$ cat src/rtl/cpu_pkg.sv
// Shared types and constants for the CPU pipeline stages.
package cpu_pkg;

    typedef enum logic {
        MEM_IDLE = 1'b0,
        MEM_BUSY = 1'b1
    } mem_state_t;

    // Byte strobes at lane 0; shifted up by the byte lane for sub-word stores.
    localparam logic [3:0] STRB_B = 4'b0001;
    localparam logic [3:0] STRB_H = 4'b0011;
    localparam logic [3:0] STRB_W = 4'b1111;

endpackage

$ cat src/rtl/mem_load_align.sv
// Selects the addressed byte/halfword from a bus word and sign- or zero-extends it.
module mem_load_align (
    input  logic [31:0] rdata,
    input  logic [1:0]  lane,
    input  logic        size_byte,
    input  logic        size_hwrd,
    input  logic        rdu,
    output logic [31:0] result
);

    logic [7:0]  sel_b;
    logic [15:0] sel_h;

    always_comb begin
        sel_b = rdata[7:0];
        case (lane)
            2'd0: sel_b = rdata[7:0];
            2'd1: sel_b = rdata[15:8];
            2'd2: sel_b = rdata[23:16];
            2'd3: sel_b = rdata[31:24];
            default: sel_b = rdata[7:0];
        endcase
        sel_h = lane[1] ? rdata[31:16] : rdata[15:0];

        if (size_byte) begin
            result = {{24{sel_b[7] & ~rdu}}, sel_b};
        end else if (size_hwrd) begin
            result = {{16{sel_h[15] & ~rdu}}, sel_h};
        end else begin
            result = rdata;
        end
    end

endmodule

$ cat src/rtl/mem_stage.sv
// Memory stage: data-bus load/store handshake, load extension, writeback and branch redirect.
module mem_stage
    import cpu_pkg::*;
#(
    parameter int ADDR_W = 32
) (
    input  logic              clk,
    input  logic              rst_n,
    input  logic              exec_mem_writeback,
    input  logic              exec_mem_link,
    input  logic              exec_mem_mem_w,
    input  logic              exec_mem_mem_r,
    input  logic              exec_mem_mem_rdu,
    input  logic              exec_mem_mem_byte,
    input  logic              exec_mem_mem_hwrd,
    input  logic              exec_mem_mem_wrd,
    input  logic [5:0]        exec_mem_rd,
    input  logic [31:0]       exec_mem_alu_result,
    input  logic [31:0]       exec_mem_mem_wdata,
    input  logic [31:0]       exec_mem_bta,
    input  logic              exec_mem_brnch_taken,
    output logic              mem_stall,
    output logic              dbus_req,
    output logic              dbus_we,
    output logic [ADDR_W-1:0] dbus_addr,
    output logic [31:0]       dbus_wdata,
    output logic [3:0]        dbus_wstrb,
    input  logic              dbus_ack,
    input  logic [31:0]       dbus_rdata,
    output logic              mem_wb_writeback,
    output logic [5:0]        mem_wb_rd,
    output logic [31:0]       mem_wb_result,
    output logic              mem_fetch_redirect,
    output logic [31:0]       mem_fetch_target,
    output logic              mem_misaligned
);

    mem_state_t        state_q, state_d;
    logic              req_q, req_d;
    logic              we_q, we_d;
    logic [ADDR_W-1:0] addr_q, addr_d;
    logic [31:0]       wdata_q, wdata_d;
    logic [3:0]        wstrb_q, wstrb_d;
    logic              wb_q, wb_d;
    logic [5:0]        rd_q, rd_d;
    logic [31:0]       result_q, result_d;
    logic              redirect_q, redirect_d;
    logic [31:0]       target_q, target_d;
    logic              misal_q, misal_d;

    logic [1:0]  lane;
    logic        is_mem, misal, access, retire;
    logic        idle, busy;
    logic [31:0] word_addr, load_data, st_data;
    logic [3:0]  st_strb;

    // exec_mem_link needs no handling here: execute already placed pc+4 on alu_result.
    assign lane      = exec_mem_alu_result[1:0];
    assign is_mem    = exec_mem_mem_r | exec_mem_mem_w;
    assign misal     = is_mem & ((exec_mem_mem_hwrd & lane[0]) | (exec_mem_mem_wrd & (lane != 2'd0)));
    assign access    = is_mem & ~misal;
    assign idle      = (state_q == MEM_IDLE);
    assign busy      = (state_q == MEM_BUSY);
    assign retire    = (idle & ~access) | (busy & dbus_ack);
    assign mem_stall = (idle & access) | (busy & ~dbus_ack);
    assign word_addr = {exec_mem_alu_result[31:2], 2'b00};

    mem_load_align u_load_align (
        .rdata     (dbus_rdata),
        .lane      (lane),
        .size_byte (exec_mem_mem_byte),
        .size_hwrd (exec_mem_mem_hwrd),
        .rdu       (exec_mem_mem_rdu),
        .result    (load_data)
    );

    always_ff @(posedge clk or negedge rst_n) begin
        if (!rst_n) begin
            state_q <= MEM_IDLE;
        end else begin
            state_q <= state_d;
        end
    end

    always_comb begin
        state_d = state_q;
        case (state_q)
            MEM_IDLE: if (access) state_d = MEM_BUSY;
            MEM_BUSY: if (dbus_ack) state_d = MEM_IDLE;
            default:  state_d = MEM_IDLE;
        endcase
    end

    always_comb begin
        if (exec_mem_mem_byte) begin
            st_strb = STRB_B << lane;
            st_data = {4{exec_mem_mem_wdata[7:0]}};
        end else if (exec_mem_mem_hwrd) begin
            st_strb = STRB_H << lane;
            st_data = {2{exec_mem_mem_wdata[15:0]}};
        end else begin
            st_strb = STRB_W;
            st_data = exec_mem_mem_wdata;
        end
    end

    // Bus outputs are only loaded on issue, so they stay frozen for the whole BUSY phase.
    always_comb begin
        req_d      = req_q;
        we_d       = we_q;
        addr_d     = addr_q;
        wdata_d    = wdata_q;
        wstrb_d    = wstrb_q;
        wb_d       = 1'b0;
        rd_d       = rd_q;
        result_d   = result_q;
        redirect_d = 1'b0;
        target_d   = target_q;
        misal_d    = 1'b0;

        if (idle && access) begin
            req_d   = 1'b1;
            we_d    = exec_mem_mem_w;
            addr_d  = word_addr[ADDR_W-1:0];
            wdata_d = exec_mem_mem_w ? st_data : 32'd0;
            wstrb_d = exec_mem_mem_w ? st_strb : 4'b0000;
        end
        if (busy && dbus_ack) begin
            req_d = 1'b0;
        end
        if (retire) begin
            wb_d       = exec_mem_writeback & ~exec_mem_mem_w & ~misal;
            rd_d       = exec_mem_rd;
            result_d   = exec_mem_mem_r ? load_data : exec_mem_alu_result;
            redirect_d = exec_mem_brnch_taken & ~misal;
            target_d   = exec_mem_bta;
            misal_d    = misal;
        end
    end

    always_ff @(posedge clk or negedge rst_n) begin
        if (!rst_n) begin
            req_q      <= 1'b0;
            we_q       <= 1'b0;
            addr_q     <= '0;
            wdata_q    <= 32'd0;
            wstrb_q    <= 4'b0000;
            wb_q       <= 1'b0;
            rd_q       <= 6'd0;
            result_q   <= 32'd0;
            redirect_q <= 1'b0;
            target_q   <= 32'd0;
            misal_q    <= 1'b0;
        end else begin
            req_q      <= req_d;
            we_q       <= we_d;
            addr_q     <= addr_d;
            wdata_q    <= wdata_d;
            wstrb_q    <= wstrb_d;
            wb_q       <= wb_d;
            rd_q       <= rd_d;
            result_q   <= result_d;
            redirect_q <= redirect_d;
            target_q   <= target_d;
            misal_q    <= misal_d;
        end
    end

    assign dbus_req           = req_q;
    assign dbus_we            = we_q;
    assign dbus_addr          = addr_q;
    assign dbus_wdata         = wdata_q;
    assign dbus_wstrb         = wstrb_q;
    assign mem_wb_writeback   = wb_q;
    assign mem_wb_rd          = rd_q;
    assign mem_wb_result      = result_q;
    assign mem_fetch_redirect = redirect_q;
    assign mem_fetch_target   = target_q;
    assign mem_misaligned     = misal_q;

endmodule
$ cat config.mk
export PLATFORM = sky130hd
export DESIGN_NAME = mem_stage
export DESIGN_NICKNAME = d
export VERILOG_FILES = /design/src/rtl/cpu_pkg.sv /design/src/rtl/mem_load_align.sv /design/src/rtl/mem_stage.sv
export SDC_FILE = /design/constraint.sdc
export NUM_CORES = 1
export LEC_CHECK = 0
export CAP_MARGIN = 20
export CORE_ASPECT_RATIO = 1.25
export CORE_UTILIZATION = 25
export CTS_BUF_LIST = sky130_fd_sc_hd__clkbuf_8
export DETAILED_ROUTE_END_ITERATION = 6
export DONT_BUFFER_PORTS = 1
export PLACE_DENSITY = 0.38
export SYNTH_ARGS = -nofsm -noshare
export SYNTH_HDL_FRONTEND = slang
export SYNTH_HIERARCHICAL = 1
export SYNTH_SLANG_ARGS = --single-unit
$ cat constraint.sdc
create_clock -name clk -period 2.76 [get_ports clk]
set_clock_uncertainty 0.05 [all_clocks]
set_input_delay 0.552 -clock clk [delete_from_list [all_inputs] [get_ports clk]]
set_output_delay 0.552 -clock clk [all_outputs]
set_load 0.01 [all_outputs]
==> tab_implementation.tex, run 1 <==
\begin{tabular}{lr}
\hline
Metric & Value \\
\hline
\multicolumn{2}{l}{\textbf{Worst setup path}} \\
Number of buffer and inverter instances along the worst setup path & 2 \\
Worst r2r path cells & 4 \\
Type of destination of the critical path & output port \\
Critical Path Start Type & input pin \\
Launching point of the worst reg2reg path & busy\$\_DFF\_PN0\_ \\
Maximum cell stage delay along the critical path & approximately 0.41 ns \\
Destination of the worst register-to-register timing path & mem\_wb\_result[16]\$\_DFFE\_PN0P\_ \\
Cells traversed along the worst timing path & inv\_1 > ha\_1 > and2b\_1 > o41ai\_4 > buf\_12 \\
Slack of the worst reg-to-reg path & between 0.8 and 0.9 ns \\
Critical path data arrival time & $\sim$1.7 ns \\
Worst Path Max Fanout & 21 \\
Worst Path Required & 2.16 ns \\
Crit path max-delay cell type & sky130\_fd\_sc\_hd\_\_o41ai\_4 \\
Kind of critical path & input pin to output port \\
Largest delay share family, worst path & compound AO/OA/AOI/OAI gates \\
\multicolumn{2}{l}{\textbf{Power}} \\
Total Power & around 6.2 mW \\
Part of the power in registers & 0.515 \\
Int Power & approximately 4.3 mW \\
Net switching power & roughly 1.9 mW \\
Total leakage power & $\sim$3.7 nW \\
Clock network fraction of total power & 0.300 \\
Worst VDD drop & 0.000280 V \\
Switching power as a share of total power & 0.311 \\
Areal power density over the cells & $\sim$750 mW/mm\^{}2 \\
Share of total power in combinational logic & 0.185 \\
\multicolumn{2}{l}{\textbf{Floorplan}} \\
Die boundary height & 195 um \\
Die footprint & 0.0304 mm\^{}2 \\
Cell row count & 70 \\
Starting utilization of the core area & 0.254 \\
Width of the die & roughly 160 um \\
I/O Pins & 290 \\
Core area & around 0.029 mm\^{}2 \\
\multicolumn{2}{l}{\textbf{GRT}} \\
Busiest grt layer & met2 \\
Largest net degree at the start of global routing & 143 \\
GR met1 Demand/Resource & 0.153 \\
Via count of the first global-routing pass & just over 5000 \\
Global-route met2 utilization & 0.247 \\
Remaining global-route overflow & 0 \\
Met3 track demand over resource & 0.0707 \\
Wire length of the first global-routing pass & $\sim$32 mm \\
Initial antenna violation count & 0 \\
GR Util All Layers & 0.144 \\
\multicolumn{2}{l}{\textbf{Timing}} \\
Final-report setup violation count & 0 \\
Transition at the pin with the smallest max-transition slack & 1.04 ns \\
Crit share post-route & 0.850 \\
Fmax & around 430 MHz \\
Number of hold violations in the final report & between 100 and 150 \\
Worst slew margin & 0.305 \\
Post-layout minimum cycle time & approximately 2.3 ns \\
Setup repair after global routing missed its margin & no \\
Setup Total Neg Slack & 0 ns \\
Number of max-slew violations in the final report & 0 \\
Fin Hold WS & -0.253 ns \\
\multicolumn{2}{l}{\textbf{Routing}} \\
Number of iterations in the first detailed-routing pass & 4 \\
Vias per cell & 4.67 \\
Number of nets still failing antenna checks after routing & 0 \\
Detailed router's first-iteration violation count & 227 \\
Avg WL per Cell & $\sim$22 um \\
Drt total wl & roughly 22 mm \\
DRC viols & 0 \\
Total number of vias & 4533 \\
\multicolumn{2}{l}{\textbf{Clock network}} \\
Clock Tree Root & sky130\_fd\_sc\_hd\_\_clkbuf\_8 \\
Count of clock tree sinks & approximately 140 \\
Clk Latency, worst-skew pair & around 0.45 ns \\
Clock buffers created by TritonCTS & 17 \\
Post-CTS resize count & 0 \\
Max Buffers Root-to-Sink & 2 \\
Post-CTS setup buffers & 0 \\
Deepest level of the CTS H-tree & 4 \\
CTS tree & yes \\
Reg clk slew, reported paths & approximately 0.08 ns \\
\multicolumn{2}{l}{\textbf{Status}} \\
Outcome & complete, but fails checks \\
Violated checks & negative hold slack \\
\multicolumn{2}{l}{\textbf{Logic synthesis}} \\
Sequential cell area fraction in the yosys report & 0.478 \\
Number of warning messages in the yosys log & 6 \\
Leading register cell type out of synthesis & sky130\_fd\_sc\_hd\_\_dfrtp\_1 \\
Number of instances in the synthesized netlist & around 580 \\
Mapped Area & around 0.0074 mm\^{}2 \\
Number of distinct library cells after synthesis & around 40 \\
Syn Area/Cell & approximately 13 um\^{}2 \\
Number of synthesized register bits & around 140 \\
Count of flip-flops with a built-in enable after synthesis & 0 \\
Post-synth ARST share & 1.00 \\
\multicolumn{2}{l}{\textbf{Finish}} \\
Share of post-route cells with drive strength above 1 & 0.376 \\
Final net count & roughly 700 \\
Area delta synth->final & 11.0\% \\
Antenna diode count & 0 \\
Most common cell after layout, fill and taps aside & sky130\_fd\_sc\_hd\_\_dfrtp\_1 \\
Commonest cells after routing, fill and taps aside & 142 x sky130\_fd\_sc\_hd\_\_dfrtp\_1, 89 x sky130\_fd\_sc\_hd\_\_mux2\_2, 70 x sky130\_fd\_sc\_hd\_\_mux2\_4 \\
\multicolumn{2}{l}{\textbf{Place}} \\
Routability congestion estimate & approximately 0.73 \\
Number of port buffers & 0 \\
Final HPWL from detailed placement & 15.7 mm \\
\multicolumn{2}{l}{\textbf{Flow run}} \\
Max-cap viol count & 0 \\
\multicolumn{2}{l}{\textbf{Min path}} \\
Kind of path behind the tightest hold check & input pin to asynchronous set/reset pin \\
\hline
\end{tabular}
-- worst max path at each step --
| stage | endpoint | slack, ns | startpoint | depth (start not counted) |
|---|---|---|---|---|
| after floorplan | mem_stall | 0.27 | exec_mem_alu_result[1] | 5 |
| after global placement | mem_wb_rd[3]$_DFFE_PN0P_ | 0.25 | exec_mem_alu_result[1] | 7 |
| after detailed placement | mem_wb_result[16]$_DFFE_PN0P_ | 0.23 | exec_mem_alu_result[0] | 7 |
| after CTS | mem_stall | 0.36 | exec_mem_alu_result[0] | 5 |
| after global routing | mem_stall | 0.31 | exec_mem_alu_result[0] | 5 |
| final | mem_stall | 0.42 | exec_mem_alu_result[0] | 5 |
-- metal layers --
| metal | vias to the layer above | share of wire | routed length, um |
|---|---|---|---|
| met5 | - | 0 | 0 |
| met4 | 0 | 0.011 | 244 |
| met3 | 14 | 0.12 | 2520 |
| met2 | 215 | 0.50 | 10900 |
| met1 | 2293 | 0.37 | 7990 |
| li1 | 2011 | - | - |
-- cells in the mapped netlist, types with 2 or more instances --
library cell	number	area [um^2]
sky130_fd_sc_hd__nand2b_1	5	31.3
sky130_fd_sc_hd__o22ai_1	8	50.1
sky130_fd_sc_hd__a21oi_1	8	40.0
sky130_fd_sc_hd__inv_1	24	90.1
sky130_fd_sc_hd__mux2i_1	48	480
sky130_fd_sc_hd__and3_1	8	50.1
sky130_fd_sc_hd__nand2_1	29	109
sky130_fd_sc_hd__a221oi_1	7	61.3
sky130_fd_sc_hd__dfrtp_1	142	3550
sky130_fd_sc_hd__a211oi_1	9	67.6
sky130_fd_sc_hd__mux2_4	70	1050
sky130_fd_sc_hd__buf_6	9	101
sky130_fd_sc_hd__o21ai_0	20	100
sky130_fd_sc_hd__buf_1	2	7.51
sky130_fd_sc_hd__o311a_1	2	20.0
sky130_fd_sc_hd__nand3_1	17	85.1
sky130_fd_sc_hd__nor2b_1	4	25.0
sky130_fd_sc_hd__buf_2	12	60.1
sky130_fd_sc_hd__nor2_1	13	48.8
sky130_fd_sc_hd__clkbuf_1	14	52.6
sky130_fd_sc_hd__buf_4	6	45.0
sky130_fd_sc_hd__or3b_2	8	70.1
sky130_fd_sc_hd__mux2_2	89	1000
sky130_fd_sc_hd__ha_1	4	50.1
sky130_fd_sc_hd__nand2_2	2	12.5
-- metrics by stage --
stage	cell area, um^2	hold WS [ns]	utilization	std cells	worst slack, ns
2_1_floorplan	7440	0.206	-	577	0.274
3_3_place_gp	7820	0.213	0.267	939	0.248
3_5_place_dp	7820	0.214	0.267	939	0.230
4_1_cts	8250	-0.307	0.282	971	0.358
5_1_grt	8250	-0.309	0.282	971	0.313
6_report	8250	-0.253	0.282	971	0.415
-- sequential cells by signal, summed over array words and instances, names as in the netlist --
| register | flops |
|---|---|
| mem_fetch_target | 32 |
| mem_misaligned | 1 |
| dbus_wdata | 32 |
| mem_wb_rd | 6 |
| mem_wb_writeback | 1 |
| dbus_addr | 30 |
| mem_wb_result | 32 |
| dbus_wstrb | 4 |
| mem_fetch_redirect | 1 |
| dbus_we | 1 |
| busy | 1 |
| dbus_req | 1 |
-- power groups by stage --
stage          logic [mW]  clock network (mW)  registers [mW]
4_1_cts              1.17                1.95            3.22
3_3_place_gp         1.13                   0            3.25
3_5_place_dp         1.17                   0            3.25
5_1_grt              1.25                2.03            3.27
6_report             1.15                1.86            3.20
2_1_floorplan        1.04                   0            3.08
-- cells by family (layout without fill, tap and decap cells) --
family	Yosys count	after routing	synth area share
fa+ha+maj	4	4	0.00673
mux	207	207	0.341
compound gates	61	61	0.0589
simple gates	94	94	0.0673
buf+inv	67	65	0.0480
other cells	1	2	0.000504
flops	142	142	0.478
-- layout make-up --
type / count / area (um^2)
Clock buffer: 20 / 275
Clock inverter: 12 / 159
Fill cell: 3045 / 21000
Inverter: 24 / 90.1
Multi-Input combinational cell: 368 / 3540
Sequential cell: 142 / 3550
Tap cell: 396 / 495
Timing Repair Buffer: 9 / 143
No activity file was read; power rests on OpenSTA's default activity.
==> run 2, diff against run 1 <==
clock period = 2.2 ns   (was 2.76 ns; I/O delays follow)
==> tab_implementation.tex, run 2 (synthesis results as in run 1) <==
\begin{tabular}{lr}
\hline
Metric & Value \\
\hline
\multicolumn{2}{l}{\textbf{Routing}} \\
Avg WL per Cell & 22.6 um (+1.4\%) \\
Drt total wl & 22.1 mm (+2.0\%) \\
Number of iterations in the first detailed-routing pass & 4 (unchanged) \\
Vias per cell & 4.64 (-0.53\%) \\
Detailed router's first-iteration violation count & 192 (-15\%) \\
Number of nets still failing antenna checks after routing & 0 (unchanged) \\
DRC viols & 0 (unchanged) \\
Total number of vias & 4537 (+0.088\%) \\
\multicolumn{2}{l}{\textbf{Timing}} \\
Setup Total Neg Slack & 0 ns (unchanged) \\
Fin Hold WS & -0.373 ns (-0.120 ns) \\
Crit share post-route & 0.960 \\
Transition at the pin with the smallest max-transition slack & 0.941 ns (-0.0982 ns) \\
Post-layout minimum cycle time & between 2 and 2.5 ns \\
Final-report setup violation count & 0 (unchanged) \\
Number of hold violations in the final report & 142 (unchanged) \\
Post-route setup slack & 0.0879 ns (-0.327 ns) \\
Worst slew margin & 0.370 (+0.0657) \\
Fmax & about 470 MHz \\
Number of max-slew violations in the final report & 0 (unchanged) \\
Setup repair after global routing missed its margin & no \\
\multicolumn{2}{l}{\textbf{Worst setup path}} \\
Destination of the worst register-to-register timing path & dbus\_addr[15]\$\_DFFE\_PN0P\_ \\
Maximum cell stage delay along the critical path & 0.43 ns (+0.02 ns) \\
Largest delay share family, worst path & buffers and inverters \\
Worst r2r path cells & 4 (unchanged) \\
Critical Path Start Type & register \\
Worst Path Max Fanout & 20 (-4.8\%) \\
Worst Path Required & 1.71 ns (-0.45 ns) \\
Critical path data arrival time & 1.62 ns (-0.12 ns) \\
Crit path depth & 5 (unchanged) \\
End of the critical path & mem\_stall \\
Number of buffer and inverter instances along the worst setup path & 3 (+1) \\
Launching element of the worst setup path & busy\$\_DFF\_PN0\_ \\
Cells traversed along the worst timing path & buf\_4 > nand2b\_1 > o41ai\_4 > buf\_12 > buf\_16 \\
Type of destination of the critical path & output port \\
Crit path max-delay cell type & sky130\_fd\_sc\_hd\_\_dfrtp\_2 \\
Launching point of the worst reg2reg path & busy\$\_DFF\_PN0\_ \\
Slack of the worst reg-to-reg path & 0.34 ns (-0.51 ns) \\
Kind of critical path & register to output port \\
\multicolumn{2}{l}{\textbf{Finish}} \\
Most common cell after layout, fill and taps aside & sky130\_fd\_sc\_hd\_\_dfrtp\_1 \\
Commonest cells after routing, fill and taps aside & 141 x sky130\_fd\_sc\_hd\_\_dfrtp\_1, 89 x sky130\_fd\_sc\_hd\_\_mux2\_2, 70 x sky130\_fd\_sc\_hd\_\_mux2\_4 \\
Count of non-filler cells in the finished layout & 977 (+0.62\%) \\
Antenna diode count & 0 (unchanged) \\
Share of post-route cells with drive strength above 1 & 0.384 (+0.00817) \\
Final net count & 718 (+0.84\%) \\
Area delta synth->final & 12.4\% \\
\multicolumn{2}{l}{\textbf{Power}} \\
Areal power density over the cells & 942 mW/mm\^{}2 (+25\%) \\
Total leakage power & 3.75 nW (+1.4\%) \\
Worst VDD drop & 0.000533 V (+90\%) \\
Total Power & 7.88 mW (+27\%) \\
\multicolumn{2}{l}{\textbf{Floorplan}} \\
Cell row count & 70 (unchanged) \\
Width of the die & 156 um (unchanged) \\
Die boundary height & 195 um (unchanged) \\
Core area & 0.0293 mm\^{}2 (unchanged) \\
Starting utilization of the core area & 0.254 (unchanged) \\
Die footprint & 0.0304 mm\^{}2 (unchanged) \\
I/O Pins & 290 (unchanged) \\
\multicolumn{2}{l}{\textbf{GRT}} \\
Largest net degree at the start of global routing & 143 (unchanged) \\
Initial antenna violation count & 0 (unchanged) \\
Via count of the first global-routing pass & 4989 (-2.3\%) \\
Wire length of the first global-routing pass & 32.7 mm (+0.90\%) \\
Remaining global-route overflow & 0 (unchanged) \\
GR Util All Layers & 0.147 (+0.00382) \\
\multicolumn{2}{l}{\textbf{Clock network}} \\
CTS tree & yes \\
Reg clk slew, reported paths & 0.09 ns (about the same) \\
Max Buffers Root-to-Sink & 2 (unchanged) \\
Count of clock tree sinks & 142 (unchanged) \\
CTS hold repair buffers & 2 \\
Clock buffers created by TritonCTS & 17 (unchanged) \\
Clk Latency, worst-skew pair & 0.46 ns (about the same) \\
Clock Tree Root & sky130\_fd\_sc\_hd\_\_clkbuf\_8 \\
Deepest level of the CTS H-tree & 4 (unchanged) \\
\multicolumn{2}{l}{\textbf{Place}} \\
Number of port buffers & 0 (unchanged) \\
Routability congestion estimate & 0.746 (+1.8\%) \\
Final HPWL from detailed placement & 15.9 mm (+1.2\%) \\
Setup slack at placement & 0.00618 ns (-0.224 ns) \\
Placed cells & 941 (+0.21\%) \\
\multicolumn{2}{l}{\textbf{Min path}} \\
Kind of path behind the tightest hold check & input pin to asynchronous set/reset pin \\
\multicolumn{2}{l}{\textbf{Status}} \\
Violated checks & negative hold slack \\
Outcome & complete, but fails checks \\
\multicolumn{2}{l}{\textbf{Flow run}} \\
Max-cap viol count & 0 (unchanged) \\
\hline
\end{tabular}
[run 2: cell types whose count changed in the layout (fill, tap and decap cells not counted), sizes merged]
cell,previous run,this run
buf,9,13
bufinv,3,4
clkinvlp,2,1
dlygate4sd3,0,2
[run 2: metrics by stage]
step,hold slack [ns],area [um^2],utilization
finish,-0.373,8360,0.286
global route,-0.434,8360,0.286
CTS,-0.438,8360,0.286
detailed placement,0.102,7870,0.269
global placement,0.101,7870,0.269
floorplan,0.0944,7450,-
[run 2: power by group]
part           total, mW  switching (mW)  internal (mW)
clock network       2.38            1.06           1.32
logic               1.49           0.534          0.952
registers           4.01           0.795           3.22
[run 2: cell type report]
class / count / area [um^2]
clock buffers: 20 / 275
fillers: 3009 / 20900
inverters: 24 / 90.1
well taps: 396 / 495
repair buffers: 15 / 225
flip-flops and latches: 142 / 3550
multi-input cells: 368 / 3550
clock inverters: 12 / 168
[run 2: per-layer routing]
| metal | track usage | vias to the layer above | share of wire | wire length, um |
|---|---|---|---|---|
| met3 | 0.0624 | 26 | 0.094 | 2080 |
| met2 | 0.253 | 211 | 0.50 | 11100 |
| met5 | 0 | - | 0 | 0 |
| met1 | 0.159 | 2276 | 0.38 | 8420 |
| li1 | - | 2024 | - | - |
| met4 | 0.0559 | 0 | 0.021 | 456 |
[run 2: what timing repair did]
action	4_1_cts	5_1_grt
resized for setup	2	0
setup endpoints to repair	1	0
hold endpoints to repair	144	142
setup buffers	2	0
[run 2: how the worst min path moves through the flow]
stage / to / slack [ns] / cells past startpoint
after global placement: mem_wb_result[3]$_DFFE_PN0P_ / 0.10 / 0
after detailed placement: dbus_addr[5]$_DFFE_PN0P_ / 0.10 / 0
final: dbus_addr[5]$_DFFE_PN0P_ / -0.37 / 0
after CTS: mem_wb_result[7]$_DFFE_PN0P_ / -0.44 / 0
after global routing: dbus_addr[5]$_DFFE_PN0P_ / -0.43 / 0
after floorplan: busy$_DFF_PN0_ / 0.09 / 0
